### src/rtl/mem_port_arbiter.sv
// Shares one single-port memory between the core and a DMA engine, one transaction at a time.
// Define MEM_ARB_RR_EN for round-robin tie-breaking instead of core priority with a starvation guard.
module mem_port_arbiter #(
  parameter int unsigned MEM_LAT    = 2,
  parameter int unsigned STARVE_MAX = 4
) (
  input  logic        clk,
  input  logic        rst,
  input  logic        i_core_req,
  input  logic        i_core_we,
  input  logic [31:0] i_core_addr,
  input  logic [31:0] i_core_wdata,
  output logic        o_core_ack,
  output logic [31:0] o_core_rdata,
  input  logic        i_dma_req,
  input  logic        i_dma_we,
  input  logic [31:0] i_dma_addr,
  input  logic [31:0] i_dma_wdata,
  output logic        o_dma_ack,
  output logic [31:0] o_dma_rdata,
  output logic        o_mem_en,
  output logic        o_mem_we,
  output logic [31:0] o_mem_addr,
  output logic [31:0] o_mem_wdata,
  input  logic [31:0] i_mem_rdata,
  output logic        o_owner,
  output logic        o_busy
);

  localparam int unsigned CntW = $clog2(MEM_LAT + 1);

  localparam logic [1:0] StIdle  = 2'd0;
  localparam logic [1:0] StIssue = 2'd1;
  localparam logic [1:0] StWait  = 2'd2;
  localparam logic [1:0] StAck   = 2'd3;

  logic [1:0]      r_state;
  logic [CntW-1:0] r_cnt;
  logic            r_owner;
  logic            r_mem_we;
  logic [31:0]     r_mem_addr;
  logic [31:0]     r_mem_wdata;
  logic [31:0]     r_core_rdata;
  logic [31:0]     r_dma_rdata;

  logic w_any_req;
  logic w_grant_dma;
  logic w_arb;

  assign w_any_req = i_core_req | i_dma_req;
  assign w_arb     = (r_state == StIdle) & w_any_req;

`ifdef MEM_ARB_RR_EN
  // Set when the core took the last grant, so the DMA wins the next tie.
  logic r_rr_dma;

  assign w_grant_dma = i_dma_req & (~i_core_req | r_rr_dma);

  always_ff @(posedge clk or negedge rst) begin
    if (!rst) begin
      r_rr_dma <= 1'b0;
    end else if (w_arb) begin
      r_rr_dma <= ~w_grant_dma;
    end
  end
`else
  localparam int unsigned StvW = $clog2(STARVE_MAX + 1);

  logic [StvW-1:0] r_starve;
  logic            w_starved;

  assign w_starved   = (r_starve == StvW'(STARVE_MAX));
  assign w_grant_dma = i_dma_req & (~i_core_req | w_starved);

  always_ff @(posedge clk or negedge rst) begin
    if (!rst) begin
      r_starve <= '0;
    end else if (w_arb) begin
      if (w_grant_dma) begin
        r_starve <= '0;
      end else if (i_dma_req && !w_starved) begin
        r_starve <= r_starve + 1'b1;
      end
    end
  end
`endif

  always_ff @(posedge clk or negedge rst) begin
    if (!rst) begin
      r_state      <= StIdle;
      r_cnt        <= '0;
      r_owner      <= 1'b0;
      r_mem_we     <= 1'b0;
      r_mem_addr   <= '0;
      r_mem_wdata  <= '0;
      r_core_rdata <= '0;
      r_dma_rdata  <= '0;
    end else begin
      case (r_state)
        StIdle: begin
          if (w_any_req) begin
            r_owner     <= w_grant_dma;
            r_mem_we    <= w_grant_dma ? i_dma_we    : i_core_we;
            r_mem_addr  <= w_grant_dma ? i_dma_addr  : i_core_addr;
            r_mem_wdata <= w_grant_dma ? i_dma_wdata : i_core_wdata;
            r_state     <= StIssue;
          end
        end
        StIssue: begin
          r_cnt   <= CntW'(MEM_LAT);
          r_state <= StWait;
        end
        StWait: begin
          r_cnt <= r_cnt - 1'b1;
          // Data is valid on the last wait cycle; writes capture it too.
          if (r_cnt == CntW'(1)) begin
            if (r_owner) begin
              r_dma_rdata <= i_mem_rdata;
            end else begin
              r_core_rdata <= i_mem_rdata;
            end
            r_state <= StAck;
          end
        end
        StAck: begin
          r_state <= StIdle;
        end
        default: begin
          r_state <= StIdle;
        end
      endcase
    end
  end

  assign o_mem_en     = (r_state == StIssue);
  assign o_mem_we     = r_mem_we;
  assign o_mem_addr   = r_mem_addr;
  assign o_mem_wdata  = r_mem_wdata;
  assign o_core_ack   = (r_state == StAck) & ~r_owner;
  assign o_dma_ack    = (r_state == StAck) & r_owner;
  assign o_core_rdata = r_core_rdata;
  assign o_dma_rdata  = r_dma_rdata;
  assign o_owner      = r_owner;
  assign o_busy       = (r_state != StIdle);

endmodule

### config.mk
export PLATFORM = sky130hd
export DESIGN_NAME = mem_port_arbiter
export DESIGN_NICKNAME = d
export VERILOG_FILES = /design/src/rtl/mem_port_arbiter.sv
export SDC_FILE = /design/constraint.sdc
export NUM_CORES = 1
export LEC_CHECK = 0
export CAP_MARGIN = 25
export CORE_ASPECT_RATIO = 0.7
export CORE_MARGIN = 2
export CORE_UTILIZATION = 37
export DETAILED_ROUTE_END_ITERATION = 10
export PLACE_DENSITY = 0.77
export SLEW_MARGIN = 30
export SYNTH_ARGS = -nofsm -noshare
export SYNTH_HDL_FRONTEND = slang
export SYNTH_SLANG_ARGS = --single-unit
### constraint.sdc
create_clock -name clk -period 1.7 [get_ports clk]
set_clock_uncertainty 0.05 [all_clocks]
set_input_delay 0.34 -clock clk [delete_from_list [all_inputs] [get_ports clk]]
set_output_delay 0.34 -clock clk [all_outputs]
set_load 0.03 [all_outputs]
==> reports/qor.yml, run 1 <==
status: "complete, but fails checks"
violated_checks: "setup timing"
cellPowerDensity_nw_per_um2: 1950
number_of_register_bits_inferred_by_synthesis: 137
min-delay-start: "i_dma_req"
share_seq_of_total_power: 0.282
hpwlAfterDp_um: 14100
net-switching-power_mw: 8.66
leakage_power_nw: 4.61
report.final.setup_viol: 6
yosys.cell_count.top_type: "dfrtp_1"
end_kind: "output port"
synth.avg_cell_area_sq_um: 11.4
ff2ff_setup_slack_ns: -0.01
io-pin-count: 300
drt_iter0_drc: 349
antennaDiodeCount: 0
antenna_found_initial: 0
filler_cell_count: 1406
min_period_over_period: 1.05
floorplan.initialDensity: 0.382
internal_power_mw: 11.5
cts_max_path_buffers: 2
synth_commonest_cells: "137 x dfrtp_1, 132 x nand2_1, 66 x mux2_2, 66 x nand4_1, 40 x o211ai_2"
gp_congestion: 0.788
worst_slew_pin_slew_ns: 0.364
detailroute.via_count: 5696
grt_start_max_net_pins: 68
worst-endpoint-arrival_ns: 1.39
numPortBuffers: 299
p_comb_frac: 0.521
holdPathStages: 3
netlist_instances: 552
worstSetupStartpointType: "flip-flop"
synth_async_sr_flop_share: 1.00
clock_tree_from_tritoncts: "built"
synth_area_sq_um: 6280
synth.yosys.warnings: 0
area_delta_synth_final_pct: 64.9
worst-path-max-fanout: 4
clockRootBuffer: "clkbuf_16"
layout_min_cycle_time_ns: 1.78
synth_enable_flop_cells: 0
cts_buf_count: 17
grt_pass1_vias: 5800
hold_path.class: "input port to flip-flop"
first_pass_iters: 5
stdcell_area_sq_um: 10400
post_drt_via_cell_ratio: 5.20
ys_types: 26
timing_hold_violations_final: 0
synth.top_cells.by_area: "dfrtp_1 55%, mux2_2 12%, o211ai_2 8.0%, nand2_1 7.9%, nand4_1 6.6%"
worst_r2r_path_depth: 5
drcViolationCount: 0
timing.max_cap.violations: 0
power_switching_share: 0.429
overflow: 0
placementRows: 39
setup_ws_ns: -0.0780
ys_dominant_reg_cell: "dfrtp_1"
placement.setup.worst_slack_ns: -0.117
multi_input_area_sq_um: 2630
register_area_share_after_synthesis: 0.546
unrepaired_setup_endpoints_after_global_routing: "yes"
capture_point_of_the_worst_reg_to_reg_path: "o_core_rdata[9]"
dieWidth_um: 160
layout.nets: 1032
wire_per_inst_um: 18.7
synth.net_count: 725
netlist.top_cell.by_area: "dfrtp_1"
detail-route-antenna-nets: 0
insertion_delay_ns: 0.41
slew-limit-headroom: 0.758
clock_pin_slew_reported_for_the_worst_setup_and_hold_paths_after_clock_tree_synthesis_ns: 0.06
tritoncts_num_sinks: 137
final_core_utilization: 0.630
groute.usage.overall: 0.222
cp.required_ns: 1.31
die_y_um: 113
timing_worst_setup_path_type: "flip-flop to output port"
synth_top_cell_area_share: 0.546
grt_first_pass_wirelength_um: 31500
slew_violations: 0
placement.cell_area_sq_um: 9650
max_clk_rate_ghz: 0.562
floorplan.die_area_sq_um: 18100
coreArea_sq_um: 16400
wl_final_um: 20500
clock_power_share: 0.197
layout-drive-gt1-share: 0.223
critical_path.reg2reg.startpoint: "r_state[1]"
ir_worst_vdd_mv: 0.793
final-seq-area_sq_um: 3430
htreeDepth: 4
report.power.total_mw: 20.2
hold_end: "r_starve[1]"
-- layout make-up --
type / count / area share
Tap cell: 225 / 0.0272
Timing Repair Buffer: 338 / 0.323
Multi-Input combinational cell: 357 / 0.254
Clock buffer: 19 / 0.0437
Inverter: 8 / 0.00290
Sequential cell: 137 / 0.331
Clock inverter: 12 / 0.0181
-- repair_timing --
item,in CTS,in global routing
hold buffers,1,0
resized for setup,138,11
buffers inserted,3,7
endpoints found under the setup margin,138,59
gates cloned,0,3
hold endpoints to repair,25,0
pin swaps,0,5
-- cell usage in the layout (no fill, tap or decap), types with 2 or more instances in the layout --
cell type          n
buf_4             20
and2_4             2
nand3_1            3
ha_1               4
o21ai_0            6
mux2_2            66
clkbuf_16         20
buf_12            13
bufinv_16          4
buf_6              7
inv_1              5
dlygate4sd2_1    130
nand2_1          132
o211ai_1          25
clkinv_4           3
ha_4               3
clkdlybuf4s50_1  163
clkinvlp_4         2
nand4_1           66
clkbuf_8           2
dfrtp_1          136
o211ai_2          40
inv_2              3
inv_6              3
-- cell families after synthesis --
family / count (synthesis) / share of synthesized area
AND/OR/NAND/NOR: 207 / 0.154
multiplexers: 66 / 0.118
adder cells (fa/ha/maj): 7 / 0.0139
AO/OA/AOI/OAI: 77 / 0.122
buffers and inverters: 58 / 0.0464
flip-flops: 137 / 0.546
-- worst max-delay path by stage --
stage,startpoint,end,cells past startpoint
3_5_place_dp,i_core_req,o_mem_wdata[30],6
4_1_cts,r_state[1],o_busy,5
2_1_floorplan,r_state[0],r_state[1],6
5_1_grt,r_state[1],o_busy,5
6_report,r_state[1],o_busy,5
3_3_place_gp,i_core_req,o_mem_wdata[26],6
-- registers in the layout, indices dropped and copies added, names as in the netlist --
name	flops
o_core_rdata	32
o_dma_rdata	32
o_mem_addr	32
o_mem_wdata	32
o_mem_we	1
o_owner	1
r_cnt	2
r_starve	3
r_state	2
-- per-stage QoR --
stage          setup TNS (ns)  hold slack, ns  cells
6_report               -0.179           0.291   1096
2_1_floorplan               0        -0.00559    552
5_1_grt                 -1.60           0.294   1096
4_1_cts                -0.347           0.267   1086
3_5_place_dp            -4.71           0.188   1051
3_3_place_gp            -2.32           0.187   1051
-- critical path: stages (launching register included) --
cell and delay [ns]:
dfrtp_2 0.45, inv_2 0.10, ha_4 0.16, inv_2 0.04
buf_6 0.11, buf_12 0.12
-- layer usage --
layer  wire length, um  vias to the layer above  track usage
met4               300                        0       0.0642
met1              8930                     2799        0.279
met2              9630                      253        0.364
met5                 0                        -            0
met3              1670                       29       0.0781
li1                  -                     2615            -
-- power groups by stage --
stage	combinational, mW	sequential, mW	clock, mW
6_report	10.5	5.70	3.98
5_1_grt	11.1	5.90	4.21
4_1_cts	10.3	5.69	4.06
3_5_place_dp	11.2	5.78	0
3_3_place_gp	11.0	5.75	0
2_1_floorplan	3.19	8.81	0
Note: power is estimated with default switching activity, not from simulation.
==> run 2: changes to the inputs <==
--- a/config.mk
+++ b/config.mk
@@ -9,8 +9,10 @@
 export CORE_ASPECT_RATIO = 0.7
 export CORE_MARGIN = 2
 export CORE_UTILIZATION = 37
+export CTS_BUF_LIST = sky130_fd_sc_hd__clkbuf_16
 export DETAILED_ROUTE_END_ITERATION = 10
 export PLACE_DENSITY = 0.77
+export SKIP_LAST_GASP = 1
 export SLEW_MARGIN = 30
 export SYNTH_ARGS = -nofsm -noshare
 export SYNTH_HDL_FRONTEND = slang
==> reports/qor.yml, run 2 (same netlist as run 1, synthesis figures left out) <==
detail-route-antenna-nets: 0  # unchanged
unrepaired_setup_endpoints_after_global_routing: "yes"
worstSetupStartpoint: "r_state[1]"
timing.critical_path.slowest_cell_delay_ns: 0.43  # -0.02 ns
min_period_over_period: 1.04  # -0.00806
groute.usage.overall: 0.222  # about the same
worst_slew_pin_slew_ns: 0.572  # +0.208 ns
die_y_um: 113  # unchanged
leakage_power_nw: 4.66  # +1.2%
timing_hold_violations_final: 0  # unchanged
critPathBufInv: 2  # -2
dieWidth_um: 160  # unchanged
stdcell_area_sq_um: 10500  # +1.1%
crit_path_cell_trace: "buf_6 -> ha_4 -> and2_4 -> buf_6"
depth_of_the_critical_timing_path_with_buffers_and_inverters_included: 4  # -1
drt_iter0_drc: 323  # -7.4%
coreArea_sq_um: 16400  # unchanged
cpLargestDelayFamily: "flip-flops"
status: "complete, but fails checks"
floorplan.die_area_sq_um: 18100  # unchanged
ff2ff_setup_slack_ns: 0  # about the same
grt_use_met1: 0.280  # +0.000708
hpwlAfterDp_um: 14100  # unchanged
global_route.usage.met3: 0.0784  # +0.000367
grt_start_max_net_pins: 68  # unchanged
overflow: 0  # unchanged
antennaDiodeCount: 0  # unchanged
grt_first_pass_wirelength_um: 31500  # about the same
placement.setup.worst_slack_ns: -0.117  # unchanged
placement.cell_area_sq_um: 9650  # unchanged
report.final.setup_viol: 3  # -3
cp.required_ns: 1.31  # about the same
worst-endpoint-arrival_ns: 1.37  # -0.02 ns
crit_end: "o_dma_ack"
grt_pass1_vias: 5792  # -0.14%
layout_min_cycle_time_ns: 1.76  # -0.0137 ns
cellPowerDensity_nw_per_um2: 1950  # about the same
ir_worst_vdd_mv: 0.795  # +0.21%
area_delta_synth_final_pct: 66.7
clock_tree_from_tritoncts: "built"
layout.cells.most_common: "clkdlybuf4s50_1"
timing.max_cap.violations: 0  # unchanged
slew_violations: 0  # unchanged
holdPathStages: 3  # unchanged
wire_per_inst_um: 19.1  # +2.0%
htreeDepth: 4  # unchanged
clockRootBuffer: "clkbuf_16"
worstSetupStartpointType: "flip-flop"
worst_r2r_path_depth: 6  # +1
timing.setup.tns_ns: -0.135  # +0.0439 ns
globalRouteMet2Util: 0.362  # -0.00173
first_pass_iters: 4  # -1
tritoncts_num_sinks: 137  # unchanged
end_kind: "output port"
post_drt_via_cell_ratio: 5.21  # +0.20%
numPortBuffers: 299  # unchanged
insertion_delay_ns: 0.41  # about the same
hold_path.class: "input port to flip-flop"
gp_congestion: 0.788  # unchanged
critical_path_s_most_frequent_cell: "buf_6"
cts_buf_count: 17  # unchanged
capture_point_of_the_worst_reg_to_reg_path: "o_core_rdata[8]"
setup_ws_ns: -0.0643  # +0.0137 ns
clock_pin_slew_reported_for_the_worst_setup_and_hold_paths_after_clock_tree_synthesis_ns: 0.06  # about the same
violated_checks: "setup timing"
max_clk_rate_ghz: 0.567  # +0.78%
slew-limit-headroom: 0.617  # -0.141
critical_path.reg2reg.startpoint: "r_state[0]"
worst-path-max-fanout: 4  # unchanged
cts_max_path_buffers: 2  # unchanged
layout-drive-gt1-share: 0.225  # +0.00241
smallest_hold_slack_ns: 0.287  # -0.00409 ns
layout.nets: 1036  # +0.39%
floorplan.initialDensity: 0.382  # unchanged
antenna_found_initial: 0  # unchanged
final_cell_mix: "163 x clkdlybuf4s50_1, 136 x dfrtp_1, 131 x nand2_1"
wl_final_um: 21000  # +2.4%
gr-max-usage-layer: "met2"
timing_worst_setup_path_type: "flip-flop to output port"
final_core_utilization: 0.637  # +0.00692
detailroute.via_count: 5728  # +0.56%
placementRows: 39  # unchanged
io-pin-count: 300  # unchanged
drcViolationCount: 0  # unchanged
critPathSlowestCell: "dfrtp_2"
## run 2: power by group
group	internal, mW	total (mW)	switching, mW
combinational	4.31	10.8	6.53
clock	2.46	3.89	1.44
sequential	4.90	5.69	0.797
## run 2: final cells by class
cell class | count | area (sq um)
clock buffer | 17 | 425
inverter | 8 | 30.0
tap | 225 | 282
timing repair buffer | 342 | 3480
multi-input combinational | 357 | 2630
fill | 1398 | 5970
clock inverter | 14 | 195
sequential | 137 | 3430
## run 2: worst min path at each step
stage	to	slack [ns]	from
floorplan	o_core_rdata[0]	-0.006	rst
global placement	o_mem_addr[3]	0.19	rst
finish	r_starve[1]	0.29	i_dma_req
global route	r_starve[2]	0.29	i_dma_req
CTS	r_starve[1]	0.27	i_dma_req
detailed placement	o_mem_addr[3]	0.19	rst
## run 2: worst min-delay path, cell delays in order
cell,delay (ns)
buf_2,0.19
nand3_1,0.11
o21ai_0,0.06
## run 2: repair_timing
| action | in CTS | in global routing |
|---|---|---|
| resized for setup | 133 | 24 |
| gates cloned | 0 | 8 |
| pin swaps | 0 | 4 |
| setup endpoints to repair | 138 | 108 |
| buffers inserted | 3 | 7 |
| hold buffers | 1 | 0 |
| hold endpoints to repair | 25 | 0 |
## run 2: per-stage QoR
step	total power [mW]	instances
6_report	20.4	1100
3_5_place_dp	17.0	1051
5_1_grt	21.5	1100
2_1_floorplan	12.0	552
4_1_cts	19.9	1086
3_3_place_gp	16.8	1051
## run 2: metal layers
| metal | share of wire | vias up |
|---|---|---|
| met3 | 0.085 | 17 |
| met4 | 0.012 | 0 |
| met2 | 0.47 | 272 |
| met5 | 0 | - |
| met1 | 0.43 | 2815 |
| li1 | - | 2624 |
